### src/rtl/mips_register_file.sv
// mips_register_file: 32 x 32 GPR file for the single-cycle MIPS datapath.
// $0 reads as zero and is never written; two async read ports, one write port.
// Ports: clk, reset (async, active-high), read_reg1/read_reg2 -> read_data1/2,
//   write_reg/write_data/reg_write (commit on rising clk), trace outputs
//   last_wr_reg/last_wr_data/wr_count (count of committed writes, wraps).
// Option: define WRITE_BYPASS_EN to forward write_data to a matching read port.
module mips_register_file #(
  parameter int DATA_W = 32,
  parameter int ADDR_W = 5
) (
  input  logic              clk,
  input  logic              reset,
  input  logic [ADDR_W-1:0] read_reg1,
  input  logic [ADDR_W-1:0] read_reg2,
  input  logic [ADDR_W-1:0] write_reg,
  input  logic [DATA_W-1:0] write_data,
  input  logic              reg_write,
  output logic [DATA_W-1:0] read_data1,
  output logic [DATA_W-1:0] read_data2,
  output logic [ADDR_W-1:0] last_wr_reg,
  output logic [DATA_W-1:0] last_wr_data,
  output logic [15:0]       wr_count
);

  localparam int DEPTH = 2 ** ADDR_W;

  logic [DATA_W-1:0] mem [DEPTH];
  logic              we;

  // reg_write is tested first so an unknown write_reg cannot
  // enable a commit while the port is idle.
  assign we = reg_write && (write_reg != '0);

  always_ff @(posedge clk or posedge reset) begin
    if (reset) begin
      for (int i = 0; i < DEPTH; i++) begin
        mem[i] <= '0;
      end
      last_wr_reg  <= '0;
      last_wr_data <= '0;
      wr_count     <= '0;
    end else if (we) begin
      mem[write_reg] <= write_data;
      last_wr_reg    <= write_reg;
      last_wr_data   <= write_data;
      wr_count       <= wr_count + 16'd1;
    end
  end

  always_comb begin
    read_data1 = '0;
    read_data2 = '0;
    if (read_reg1 != '0) begin
      read_data1 = mem[read_reg1];
    end
    if (read_reg2 != '0) begin
      read_data2 = mem[read_reg2];
    end
`ifdef WRITE_BYPASS_EN
    // we already excludes $0, so register zero is never forwarded.
    if (we && (write_reg == read_reg1)) begin
      read_data1 = write_data;
    end
    if (we && (write_reg == read_reg2)) begin
      read_data2 = write_data;
    end
`endif
  end

endmodule
### config.mk
export PLATFORM = sky130hd
export DESIGN_NAME = mips_register_file
export DESIGN_NICKNAME = d
export VERILOG_FILES = /design/src/rtl/mips_register_file.sv
export SDC_FILE = /design/constraint.sdc
export NUM_CORES = 2
export LEC_CHECK = 0
export ABC_AREA = 1
export CAP_MARGIN = 20
export CORE_MARGIN = 2
export CORE_UTILIZATION = 55
export CTS_BUF_LIST = sky130_fd_sc_hd__clkbuf_4 sky130_fd_sc_hd__clkbuf_8
export DETAILED_ROUTE_END_ITERATION = 10
export DONT_BUFFER_PORTS = 1
export PLACE_DENSITY = 0.7
export SLEW_MARGIN = 20
export SYNTH_ARGS = -nofsm -noshare
export SYNTH_HDL_FRONTEND = slang
export SYNTH_SLANG_ARGS = --single-unit
### constraint.sdc
create_clock -name clk -period 60 [get_ports clk]
set_input_delay 12 -clock clk [delete_from_list [all_inputs] [get_ports clk]]
set_output_delay 12 -clock clk [all_outputs]
set_load 0.03 [all_outputs]
==> run summary <==
mean post-synth cell area - 6.86 um2
final total power - 2.06 mW
Area Growth Syn to Fin - 6.32%
Slew Limit Headroom - -105%
power per standard cell area - 33.2 nW/um2
1st-iter DRT viols - 7822
Synth Cell Area - 58400 um2
Residual DRC - 0
H-tree Lvls - 4
Clock Skew - 0.00918 ns
WL/cell - 22.4 um
Critical Path AT - 17.54 ns
Post-Place Cell Area - 58000 um2
Die W - 330 um
Synth Area in Compound Gates - 11.0%
clock sinks - 1077
die area - 109000 um2
Pleak - 29.6 nW
count of cell types in the netlist - 21
Pre-antenna DRT Iters - 8
Seq/Total Area, Yosys - 46.2%
post_cts resized - 0
# setup viols final - 0
run status - finished, violations left
number of port buffers - 0
setup total negative slack - 0 ns
Top cell by count, worst path - buf_4
largest family of logic cells by synthesized area - simple AND/OR/NAND/NOR gates
Post-Synth XOR/XNOR Area - 0.195%
area share of and/or/nand/nor cells after synthesis - 37.0%
crit-path max cell delay - 1.61 ns
post-synthesis register bit count - 1077
worst endpoint required time - 48.00 ns
Worst Setup SP - read_reg2[0]
R2R setup slack - 58.26 ns
filler cell count in the final layout - 9984
Placed Cells - 9196
Clock Pin Slew Worst Setup and Hold Paths - 0.06 ns
initial antenna violation count - 4
worst min path class - reg -> reg
hold buffers post-CTS - 0
Power Internal - 1.40 mW
vias per cell - 6.07
largest register by flop count - mem
number of max-cap violations - 0
CTS buffer count - 187
switching power - 658 uW
maximum vdd drop - 0.0251 mV
final setup slack of the worst path - 30.46 ns
Max Slew Vio Count - 457
GR Util All Layers - 39.0%
via count - 57800
layout cells sized above 1 - 5.46%
Clock Power Share - 34.6%
Crit-path slowest cell - inv_8
Syn Inst Count - 8512
vias in the first global route - 53900
r2r startpoint - wr_count[2]$_DFFE_PP0P_
grt ovf - 0
largest net degree at the start of global routing - 552
register area - 27000 um2
CTS tree - built
Final Util - 59.0%
# IOs - 167
RSZ-0062 raised after global routing - false
Yosys Warn Count - 0
Detailed Place HPWL - 102 mm
RR Endpoint - wr_count[13]$_DFFE_PP0P_
dpl ws - 32.05 ns
Max clock buf depth - 3
final antenna-violating net count - 0
final instance area - 62100 um2
failing checks - slew limit
post-synthesis mux area share - 0%
Logic pwr share - 18.0%
Post-Syn Nets - 8563
CTS root buffer - clkbuf_8
min Tclk post-route - 29.54 ns
postcts setup bufs - 0
GP Congestion - 0.840
Worst-Margin Slew - 3.07 ns
Max Fclk - 0.0339 GHz
Layout Cells excl Fill - 9528
Hold Vio Cnt, Final - 0
Rows - 119
Skew-Pair Late Insertion Delay - 0.87 ns
Initial Utilization - 55.5%
Critical Path Sink - read_data2[18]
Final Net Count - 8051
Flop pwr share - 47.4%
worst r2r path cells - 5
Tcrit/Tclk final - 49.2%
first-pass GRT wire length - 327 mm
Die Height - 330 um
Top Registers - mem: 1024 flops, last_wr_data: 32 flops, wr_count: 16 flops
sw frac - 31.9%
Hold Worst Slack - 0.401 ns
Critical Path End Type - output port
Critical Path Start Type - primary input
critical-path cell list - inv_8, buf_4, nand3_2, buf_4, nand2_1, nor2_1, buf_4
CP Max Fanout - 551
Synth Area in Adders - 0.0214%
Crit Path Category - in -> out
area of the multi-input gates - 28400 um2
CORE AREA - 105000 um2
max FFs per register - 1024
final wirelength - 213 mm
[Yosys cell counts]
master    instances  area share [%]
nand4_1           4           0.043
o21ai_0         335             2.9
nor3_1           12            0.10
dfrtp_1        1077              46
nand3_1        1373              12
clkinv_1          4           0.026
inv_1            85            0.55
nor3_2            2           0.034
nand2_1        3522              23
nor2_1          351             2.3
a21oi_1         183             1.6
buf_2            41            0.35
clkbuf_1        634             4.1
xnor2_1           7            0.10
nand2_2           4           0.043
inv_2             9           0.058
buf_1            90            0.58
ha_1              1           0.021
nor4_4            2           0.073
o21ai_1         770             6.6
xor2_1            6           0.090
[logic make-up after synthesis]
group                      after synthesis
DFF                                   1077
xor gates and xnor gates                13
adders and majority gates                1
buffers and inverters                  863
and+or+nand+nor                       5270
AOI/OAI and AO/OA                     1288
[final cells by class]
type | count | share of cell area, %
multi-input cells | 6572 | 45.7
flip-flops and latches | 1077 | 43.4
clock buffers | 307 | 6.15
well taps | 1391 | 2.80
repair buffers | 64 | 1.04
inverters | 98 | 0.675
clock inverters | 15 | 0.193
diodes | 4 | 0.0161
[cells in the final DEF, fill, tap and decap left out]
| cell type | count |
|---|---|
| diode_2 | 4 |
| nor2_1 | 351 |
| inv_4 | 1 |
| buf_16 | 1 |
| clkinv_1 | 5 |
| nand4_1 | 4 |
| clkinvlp_4 | 5 |
| buf_6 | 1 |
| inv_1 | 72 |
| a21oi_1 | 183 |
| nand2_4 | 29 |
| nand2_1 | 3496 |
| o21ai_0 | 335 |
| nor4_4 | 2 |
| nor3_1 | 11 |
| clkbuf_8 | 242 |
| bufinv_16 | 1 |
| nand3_1 | 1371 |
| nand3_2 | 2 |
| ha_1 | 1 |
| inv_2 | 12 |
| inv_8 | 5 |
| nor3_2 | 3 |
| buf_12 | 9 |
| nand2_2 | 1 |
| buf_8 | 4 |
| clkinv_2 | 8 |
| o21ai_1 | 770 |
| dfrtp_1 | 1077 |
| buf_4 | 49 |
| xor2_1 | 6 |
| xnor2_1 | 7 |
| inv_6 | 4 |
| clkbuf_4 | 65 |
[power groups by stage]
stage / Clock, mW / Sequential, mW / Combinational [mW]
floorplan: 0 / 0.961 / 0.310
global placement: 0 / 0.981 / 0.355
detailed placement: 0 / 0.984 / 0.366
CTS: 0.717 / 0.974 / 0.367
global route: 0.749 / 0.995 / 0.427
finish: 0.713 / 0.977 / 0.370
[worst max-delay path: cells and delay by family]
family,cells,cell delay [ns]
buf+inv,4,3.31
simple gates,3,0.94
[worst min-delay path by stage]
stage                          startpoint                     to  depth (start not counted)
CTS                 mem[1008]$_DFFE_PP0P_  mem[1008]$_DFFE_PP0P_                          0
detailed placement  mem[1022]$_DFFE_PP0P_  mem[1022]$_DFFE_PP0P_                          0
finish              mem[1000]$_DFFE_PP0P_  mem[1000]$_DFFE_PP0P_                          0
global placement     mem[994]$_DFFE_PP0P_   mem[994]$_DFFE_PP0P_                          0
floorplan           mem[1000]$_DFFE_PP0P_  mem[1000]$_DFFE_PP0P_                          1
global route        mem[1007]$_DFFE_PP0P_  mem[1007]$_DFFE_PP0P_                          0
[metal layers]
metal / part of all wire, % / vias to the layer above / GRT usage, %
li1: - / 26700 / -
met1: 39 / 27000 / 51.3
met2: 43 / 3420 / 59.6
met3: 12 / 704 / 9.31
met4: 5.9 / 6 / 21.7
met5: 0.020 / - / 0
Note: power is estimated with default switching activity, not from simulation.
